$ cat src/rtl/task_pkg.sv
// Shared definitions for the per-task scheduler control blocks.
package task_pkg;

    // Opcode field values on the operation bus
    localparam logic [3:0] OP_READY    = 4'b0001;
    localparam logic [3:0] OP_SUSPEND  = 4'b0010;
    localparam logic [3:0] OP_WAIT     = 4'b0011;
    localparam logic [3:0] OP_KILL     = 4'b0100;
    localparam logic [3:0] OP_KILL_ALT = 4'b1100;
    localparam logic [3:0] OP_SETPRIO  = 4'b0101;
    localparam logic [3:0] OP_SETHIT   = 4'b0110;
    localparam logic [3:0] OP_DISPATCH = 4'b0111;
    localparam logic [3:0] OP_FINISH   = 4'b1111;

    // Task lifecycle states
    typedef enum logic [1:0] {
        ST_READY = 2'b00,
        ST_SUSP  = 2'b01,
        ST_WAIT  = 2'b10,
        ST_TERM  = 2'b11
    } task_state_e;

    // Broadcast target id is all ones of the id width
    function automatic logic [31:0] bcast_id(input int unsigned w);
        if (w >= 32)
            return '1;
        return (32'(1) << w) - 32'd1;
    endfunction

endpackage

$ cat src/rtl/task_age_timer.sv
// Aging prescaler: counts enabled cycles and emits a tick on each period wrap.
module task_age_timer #(
    parameter int unsigned AGE_W      = 32,
    parameter int unsigned AGE_PERIOD = 10000
) (
    input  logic CLK,
    input  logic RST,
    input  logic en,
    input  logic clr,
    output logic tick_c
);

    logic [AGE_W-1:0] cnt_q;

    // A clear in the same cycle suppresses the tick so the clearing op wins
    assign tick_c = en && !clr && (cnt_q == AGE_W'(AGE_PERIOD - 1));

    // Counter: clear has priority, then wrap or increment while enabled
    always_ff @(posedge CLK or posedge RST) begin
        if (RST)
            cnt_q <= '0;
        else if (clr)
            cnt_q <= '0;
        else if (en)
            cnt_q <= tick_c ? '0 : cnt_q + AGE_W'(1);
    end

endmodule

$ cat src/rtl/task_ctrl_param.sv
// Per-task control block: decodes the op bus, tracks state/priority/hits,
// ages priority while waiting and presents a registered sorter request.
module task_ctrl_param
    import task_pkg::*;
#(
    parameter int unsigned TASK_ID    = 6,
    parameter int unsigned ID_W       = 4,
    parameter int unsigned PRIO_W     = 4,
    parameter int unsigned HIT_W      = 8,
    parameter int unsigned HIT_INIT   = 128,
    parameter int unsigned AGE_PERIOD = 10000,
    parameter int unsigned AGE_W      = 32,
    parameter int unsigned OP_W       = 16
) (
    input  logic                     CLK,
    input  logic                     RST,
    input  logic [OP_W-1:0]          in_op,
    output logic [ID_W+PRIO_W-1:0]   out_sorter,
    output logic                     out_valid,
    output logic [1:0]               out_state,
    output logic                     out_running,
    output logic [HIT_W-1:0]         out_hit
);

    localparam logic [ID_W-1:0]  MY_ID    = ID_W'(TASK_ID);
    localparam logic [ID_W-1:0]  BCAST_ID = ID_W'(bcast_id(ID_W));
    localparam int unsigned      PA_W     = (PRIO_W < 4) ? PRIO_W : 4;
    localparam int unsigned      HA_W     = (HIT_W < 4) ? HIT_W : 4;

    task_state_e         state_q, state_d;
    logic [PRIO_W-1:0]   base_q, base_d;
    logic [PRIO_W-1:0]   eff_q, eff_d;
    logic [HIT_W-1:0]    hit_q, hit_d;
    logic                running_q, running_d;

    logic [3:0]          op_arg;
    logic [3:0]          opcode;
    logic [ID_W-1:0]     op_tgt;
    logic [PRIO_W-1:0]   arg_prio;
    logic [HIT_W-1:0]    arg_hit;
    logic                accept_c;
    logic                req_c;
    logic                age_clr_c;
    logic                age_tick_c;
    logic                unused_hi;

    assign op_arg   = in_op[3:0];
    assign opcode   = in_op[7:4];
    assign op_tgt   = in_op[ID_W+7:8];
    assign arg_prio = PRIO_W'(op_arg[PA_W-1:0]);
    assign arg_hit  = HIT_W'(op_arg[HA_W-1:0]);

    // Bits above the target id carry nothing for this block
    generate
        if (OP_W > ID_W + 8) begin : g_hi
            assign unused_hi = ^in_op[OP_W-1:ID_W+8];
        end else begin : g_no_hi
            assign unused_hi = 1'b0;
        end
    endgenerate

    // Terminated tasks ignore every op until reset
    assign accept_c = ((op_tgt == MY_ID) || (op_tgt == BCAST_ID)) && (state_q != ST_TERM);

    // Dispatch request and aging enable share the same condition
    assign req_c = (state_q == ST_READY) && !running_q && (hit_q != '0);

    task_age_timer #(
        .AGE_W      (AGE_W),
        .AGE_PERIOD (AGE_PERIOD)
    ) u_age (
        .CLK    (CLK),
        .RST    (RST),
        .en     (req_c),
        .clr    (age_clr_c),
        .tick_c (age_tick_c)
    );

    // State and datapath registers
    always_ff @(posedge CLK or posedge RST) begin
        if (RST) begin
            state_q   <= ST_READY;
            base_q    <= '0;
            eff_q     <= '0;
            hit_q     <= HIT_W'(HIT_INIT);
            running_q <= 1'b0;
        end else begin
            state_q   <= state_d;
            base_q    <= base_d;
            eff_q     <= eff_d;
            hit_q     <= hit_d;
            running_q <= running_d;
        end
    end

    // Op decode, next-state and aging boost
    always_comb begin
        state_d   = state_q;
        base_d    = base_q;
        eff_d     = eff_q;
        hit_d     = hit_q;
        running_d = running_q;
        age_clr_c = 1'b0;

        if (accept_c) begin
            case (opcode)
                OP_READY: begin
                    state_d = ST_READY;
                end
                OP_SUSPEND: begin
                    state_d   = ST_SUSP;
                    running_d = 1'b0;
                end
                OP_WAIT: begin
                    state_d   = ST_WAIT;
                    running_d = 1'b0;
                end
                OP_KILL, OP_KILL_ALT: begin
                    state_d   = ST_TERM;
                    running_d = 1'b0;
                end
                OP_SETPRIO: begin
                    base_d    = arg_prio;
                    eff_d     = arg_prio;
                    age_clr_c = 1'b1;
                end
                OP_SETHIT: begin
                    hit_d = arg_hit;
                end
                OP_DISPATCH: begin
                    if ((state_q == ST_READY) && (hit_q != '0) && !running_q) begin
                        hit_d     = hit_q - HIT_W'(1);
                        running_d = 1'b1;
                        eff_d     = base_q;
                        age_clr_c = 1'b1;
                    end
                end
                OP_FINISH: begin
                    if (running_q) begin
                        running_d = 1'b0;
                        age_clr_c = 1'b1;
                    end
                end
                default: begin
                end
            endcase
        end

        // Tick is already masked by any clearing op, so the op wins
        if (age_tick_c && (eff_q != '1))
            eff_d = eff_q + PRIO_W'(1);
    end

    // Output stage: registered view of the post-update task state
    always_ff @(posedge CLK or posedge RST) begin
        if (RST) begin
            out_state   <= ST_READY;
            out_running <= 1'b0;
            out_hit     <= HIT_W'(HIT_INIT);
            out_valid   <= 1'b0;
            out_sorter  <= '0;
        end else begin
            out_state   <= state_q;
            out_running <= running_q;
            out_hit     <= hit_q;
            out_valid   <= req_c;
            out_sorter  <= req_c ? {MY_ID, eff_q} : '0;
        end
    end

endmodule

$ cat config.mk
export PLATFORM = sky130hd
export DESIGN_NAME = task_ctrl_param
export DESIGN_NICKNAME = d
export VERILOG_FILES = /design/src/rtl/task_pkg.sv /design/src/rtl/task_age_timer.sv /design/src/rtl/task_ctrl_param.sv
export SDC_FILE = /design/constraint.sdc
export NUM_CORES = 1
export LEC_CHECK = 0
export CAP_MARGIN = 25
export CORE_AREA = 4 4 85 106
export DETAILED_ROUTE_END_ITERATION = 10
export DIE_AREA = 0 0 89 110
export SKIP_LAST_GASP = 1
export SYNTH_ARGS = -nofsm -noshare
export SYNTH_HDL_FRONTEND = slang
export SYNTH_SLANG_ARGS = --single-unit
$ cat constraint.sdc
create_clock -name CLK -period 2.3 [get_ports CLK]
set_input_delay 0.46 -clock CLK [delete_from_list [all_inputs] [get_ports CLK]]
set_output_delay 0.46 -clock CLK [all_outputs]
set_load 0.005 [all_outputs]
Yosys cells after proc, flatten, opt, wreduce, memory -nomap -nowiden
Cells that the tools add are included.

storage, ports and cells
  flip-flop bits (word level) = 70
  bits of input ports = 18
  output and inout bits = 20
  word-level logic and storage cells = 73

operators by class
  $add $sub $neg = 3
  equality and inequality tests = 16
  multiplexer cells = 17
  reduce and logical (&&, ||, !) cells = 26

operators with widths
  operator                                                             count
  32-bit 2-to-1 mux                                                    3
  32-bit by 1-bit adder with 32-bit output (second input constant)     1
  32-bit by 14-bit == test with 1-bit output (second input constant)   1
  4-bit by 3-bit == test with 1-bit output (second input constant)     5
  8-bit one-hot mux with 2 select lines                                1
  4-bit == test (second input constant)                                3
  4-bit 2-to-1 mux                                                     3
  3-bit AND reduction                                                  3
  4-bit by 2-bit == test with 1-bit output (second input constant)     2
  1-bit logical AND                                                    8
  8-bit 2-to-1 mux                                                     1
  2-bit one-hot mux with 4 select lines                                1
  4-bit one-hot mux with 2 select lines                                1
  2-bit nonzero test                                                   4
  8-bit nonzero test                                                   1
  8-bit by 1-bit subtractor with 8-bit output (second input constant)  1
  7-bit 2-to-1 mux                                                     1
  5-bit OR reduction                                                   1
  4-bit by 1-bit adder with 4-bit output (second input constant)       1
  4-bit by 1-bit == test with 1-bit output (second input constant)     1
  1-bit 2-to-1 mux                                                     4
  2-bit != test (second input constant)                                2
  4-bit != test (second input constant)                                1
  2-bit AND reduction                                                  2
  other kinds (9)                                                      10

Logic depth before layout (Yosys ltp)
  depth in word-level cells = 12
  gate-level depth with buffers = 9
  gate-level depth less buffers = 8

Hierarchy
From an unflattened synthesis, not the netlist that was laid out.

second synthesis, totals
  cell total of the unflattened synthesis = 401
  area total of the unflattened synthesis = 3788.6 um^2

modules (own cells, without submodules)
  module           instances  cells each  area an instance (um^2)  sequential area each (um^2)
  task_age_timer   1          219         1923.1                   800.8
  task_ctrl_param  1          182         1865.5                   878.3

Least setup slack after synthesis
OpenSTA, ideal clock, no wires.

  path kind = reg2reg
  start = reg u_age.cnt_q[0]
  end = reg u_age.cnt_q[1]
  library setup time = 0.121 ns
  arrival = 2.007 ns
  required time = 2.179 ns
  path slack = 0.172 ns
  stages on the path, launching flop included = 9
  buffers on the path = 2
  clock period less this slack = 2.128 ns
  cell sequence = dfrtp_1 ha_1 and3_1 nand4_1 nor3_1 clkbuf_1 nor2_2 buf_2 a22o_1

on the way
  cells in the longest elaborated chain, start to end = 5
  elaborated cells on any way between the ends = 6
  those cells by class = 1 x add/sub; 1 x eq/ne; 3 x mux; 1 x reduce/logical

RTL lines
  item                                                                                              RTL line              RTL
  from (decl)                                                                                       task_age_timer.sv:13  logic [AGE_W-1:0] cnt_q;
  from (signal assigned)                                                                            task_age_timer.sv:25  cnt_q <= tick_c ? '0 : cnt_q + AGE_W'(1);
  parallel branches: the longest is 2 deep, another holds 32-bit by 1-bit adder with 32-bit output  n/a
  32-bit 2-to-1 mux (*)                                                                             task_age_timer.sv:25
  32-bit 2-to-1 mux (*)                                                                             task_age_timer.sv:24  else if (en)
  32-bit 2-to-1 mux (*)                                                                             task_age_timer.sv:22  else if (clr)

Mark *: on every way between the ends. The select of a mux whose other input is x is not followed.
A chain may end at the register's enable or synchronous reset.

Final worst setup path
  start = reg running_q
  end = reg u_age.cnt_q[31]

on the way
  elaborated cells on any way between the ends = 15
  those cells by class = 7 x mux; 8 x reduce/logical

RTL lines
  item                                 RTL line               RTL
  from (decl)                          task_ctrl_param.sv:34  logic running_q, running_d;
  from (signal assigned)               task_ctrl_param.sv:92  running_q <= running_d;
  1-bit zero test (*)                  task_ctrl_param.sv:66  assign req_c = (state_q == ST_READY) && !running_q && (hit_q != '0);
  1-bit logical AND (*) (2 in series)  task_ctrl_param.sv:66
  net req_c                            task_ctrl_param.sv:42  logic req_c;
  1-bit logical AND (2 in series)      task_age_timer.sv:16   assign tick_c = en && !clr && (cnt_q == AGE_W'(AGE_PERIOD - 1));
  32-bit 2-to-1 mux                    task_age_timer.sv:25
  32-bit 2-to-1 mux                    task_age_timer.sv:24
  32-bit 2-to-1 mux                    task_age_timer.sv:22

The timed path passes the listed nets; every way through them passes the cells marked *. The select of a mux whose other input is x is not followed.

==> results_dict.tcl <==
set metrics [dict create \
    timing.setup.critical_path_class "flip-flop to flip-flop" \
    max_clock_freq_mhz 456.8 \
    yosys_warnings 0 \
    vdd.ir_drop.worst_mv 0.5713 \
    endpoint_kind "flip-flop" \
    detail_route.wirelength_um 8556 \
    yosys_register_bits 67 \
    buffer_and_inverter_count_on_the_worst_path 2 \
    grt_pass1_wl_um 14760 \
    cts-buffers-inserted 9 \
    route.vias.total 3143 \
    grt_remaining_overflow 0 \
    post_synthesis_cell_count 384 \
    crit_path_top_delay_cell "sky130_fd_sc_hd__or3_4" \
    hold_ws_ns 0.3876 \
    synth_edf_count 0 \
    initial_core_util 0.4462 \
    timing.final.setup_violations 0 \
    number_of_nets_still_failing_antenna_checks_after_routing 0 \
    critical_path.startpoint_type "flip-flop" \
    post-dp-hpwl_um 6327 \
    antenna_found_initial 0 \
    maximum_number_of_pins_on_one_net_before_global_route_repair 27 \
    floorplan.io_pins 38 \
    yosysSeqAreaShare 0.4774 \
    power.total_uw 3281 \
    mostFrequentLayoutCells "sky130_fd_sc_hd__dfrtp_1 (65), sky130_fd_sc_hd__buf_4 (47), sky130_fd_sc_hd__o21ai_0 (40)" \
    worstPathRequired_ns 2.57 \
    wl_per_instance_um 15.28 \
    fin_nets 481 \
    standby_leakage_power_uw 0.001976 \
    drt_iter0_markers 141 \
    global_route.peak_usage_layer "met2" \
    worst_slew_pin_slew_ns 0.5907 \
    clkTransAtPathRegs_ns 0.08 \
    antennaDiodeCount 0 \
    areaGrowthSynthToFinish_pct 30.31 \
    hold_path_startpoint "hit_q[7]" \
    routability_congestion_estimate_from_global_placement 0.9038 \
    placement.io_buffers 31 \
    clkLatencyLatePin_ns 0.34 \
    cts_num_sinks 67 \
    die_h_um 110 \
    holdBufCountCts 0 \
    hold_path_end "out_hit[7]" \
    cts_htree_levels 3 \
    report.final.slew_viol_count 0 \
    core-area_mm2 0.007883 \
    critical_path.reg2reg.startpoint "running_q" \
    track_usage 0.1932 \
    drcViolationCount 0 \
    postCtsSetupRepairBufs 0 \
    worstPathCellList "or3_4 > a31oi_4 > o31ai_2 > buf_4 > or2_1 > buf_12 > or3_1 > o21ai_1" \
    critical_path_cell_count 8 \
    crit-reg2reg-capture "u_age.cnt_q[31]" \
    worstPathArrival_ns 2.45 \
    min-delay-path-class "flip-flop to flip-flop" \
    hold_viol_final 0 \
    ctsRootBufferMaster "sky130_fd_sc_hd__clkbuf_8" \
    synth-main-ff-cell "sky130_fd_sc_hd__dfrtp_1" \
    layout_commonest_cell "sky130_fd_sc_hd__dfrtp_1" \
    drt-vias-per-instance 5.613 \
    depth_of_the_worst_register_to_register_path 8 \
    max_cap_violations 0 \
    met2_usage 0.3397 \
    die_x_um 89 \
    power-per-cell-area_mw_per_mm2 715.8 \
    slew_headroom 0.6056 \
    async_flop_share 1.000 \
    grtUsageMet3 0.03866 \
    synth.cell_area_mm2 0.003517 \
    critPathTopFamily "simple AND/OR/NAND/NOR gates" \
    cp_max_fo 14 \
    period_minus_slack_ns 2.189 \
    synth.avg_cell_area_um2 9.159 \
    regToRegSetupSlack_ns 0.11 \
    layout-drive-gt1-share 0.2043 \
    drt_pass1_iterations 5 \
    run_status "finished, final reports clean" \
    met1_usage 0.2318 \
    cp_slowest_stage_delay_ns 0.41 \
    fin_skew_ns 0.005591 \
    timing.hold.worst_path_depth 0 \
    clock_path_buffers 2 \
    placement_rows 36 \
    layout_worst_path_cycle_share 0.9517 \
    netlist-cell-type-count 61 \
    floorplan.die_area_mm2 0.009790 \
    tritoncts "built" \
    rsz0062_at_grt "true" \
    grt_pass1_vias 3164 \
]
cell usage after synthesis (5+ instances only):
library cell,count,share of area
sky130_fd_sc_hd__dfrtp_1,65,0.46
sky130_fd_sc_hd__o21ai_0,41,0.058
sky130_fd_sc_hd__nand2_1,33,0.035
sky130_fd_sc_hd__nor2_1,25,0.027
sky130_fd_sc_hd__a21oi_1,22,0.031
sky130_fd_sc_hd__nand3_1,22,0.031
sky130_fd_sc_hd__inv_1,16,0.017
sky130_fd_sc_hd__nor3_1,16,0.023
sky130_fd_sc_hd__or3_1,13,0.023
sky130_fd_sc_hd__clkbuf_1,11,0.012
sky130_fd_sc_hd__nor4_1,9,0.016
sky130_fd_sc_hd__nand4_1,8,0.014
sky130_fd_sc_hd__a31oi_1,6,0.011
sky130_fd_sc_hd__and2_1,6,0.011
sky130_fd_sc_hd__mux2i_1,6,0.017
sky130_fd_sc_hd__o31ai_1,6,0.013
sky130_fd_sc_hd__and3_1,5,0.0089
sky130_fd_sc_hd__mux2_2,5,0.016
cells by family after synthesis:
group	Yosys count	share of synthesized area
AOI/OAI and AO/OA	100	0.1754
buffers and inverters	36	0.04589
and+or+nand+nor	165	0.2540
other	1	0.001066
adders and majority gates	3	0.01067
muxes	11	0.03308
xor gates and xnor gates	1	0.002491
DFF	67	0.4774
cell type report:
cell class,instances,area (µm²)
multi-input cells,282,1708
clock inverters,6,112.6
inverters,17,63.81
well taps,95,118.9
repair buffers,83,763.2
flip-flops and latches,67,1679
fillers,704,3299
clock buffers,10,137.6
power by group:
group	internal, µW	switching (µW)	leakage (µW)	total, µW
sequential	1320	129	0.000895	1450
clock	752	479	0.000126	1230
combinational	308	295	0.000954	603
total	2380	904	0.00198	3280
state kept, by name (all words and copies together), names as in the netlist:
name	flops
state_q	2
out_sorter	5
base_q	4
out_running	1
out_hit	8
out_state	2
hit_q	8
eff_q	4
running_q	1
u_age.cnt_q	32
layer usage:
layer	share of wire	routed length, µm
met2	0.53	4522
met4	0.010	86
met3	0.028	236
met5	0	0
met1	0.43	3710
through the flow:
step                      setup WS [ns]   TNS, ns  area [µm²]    util  std cells
after floorplan                  0.1602         0        3521       -        385
after global placement          -0.2380    -5.170        4305  0.5462        544
after detailed placement        -0.2751    -5.751        4305  0.5462        544
after CTS                       0.05007         0        4561  0.5786        560
after global routing           -0.02101  -0.02101        4583  0.5814        560
final                            0.1111         0        4583  0.5814        560
repair_timing:
item                                    in CTS  in global routing
gates cloned                                 0                  0
gates resized for setup                      1                  6
endpoints found under the setup margin       1                 11
worst register-to-register path, stage by stage, from the launching register on:
cell and delay (ns):
sky130_fd_sc_hd__dfrtp_1 0.39, sky130_fd_sc_hd__or3_4 0.41, sky130_fd_sc_hd__a31oi_4 0.20, sky130_fd_sc_hd__o31ai_2 0.12
sky130_fd_sc_hd__buf_4 0.16, sky130_fd_sc_hd__or2_1 0.25, sky130_fd_sc_hd__buf_12 0.16, sky130_fd_sc_hd__or3_1 0.34
sky130_fd_sc_hd__o21ai_1 0.09
worst max-delay path by stage:
stage                          from               to
finish                    running_q  u_age.cnt_q[31]
global route         u_age.cnt_q[1]         eff_q[3]
CTS                 u_age.cnt_q[23]         eff_q[3]
detailed placement         in_op[8]         eff_q[3]
global placement           in_op[8]         eff_q[3]
floorplan                       RST        base_q[0]
Power figures use the tool's default switching activity.
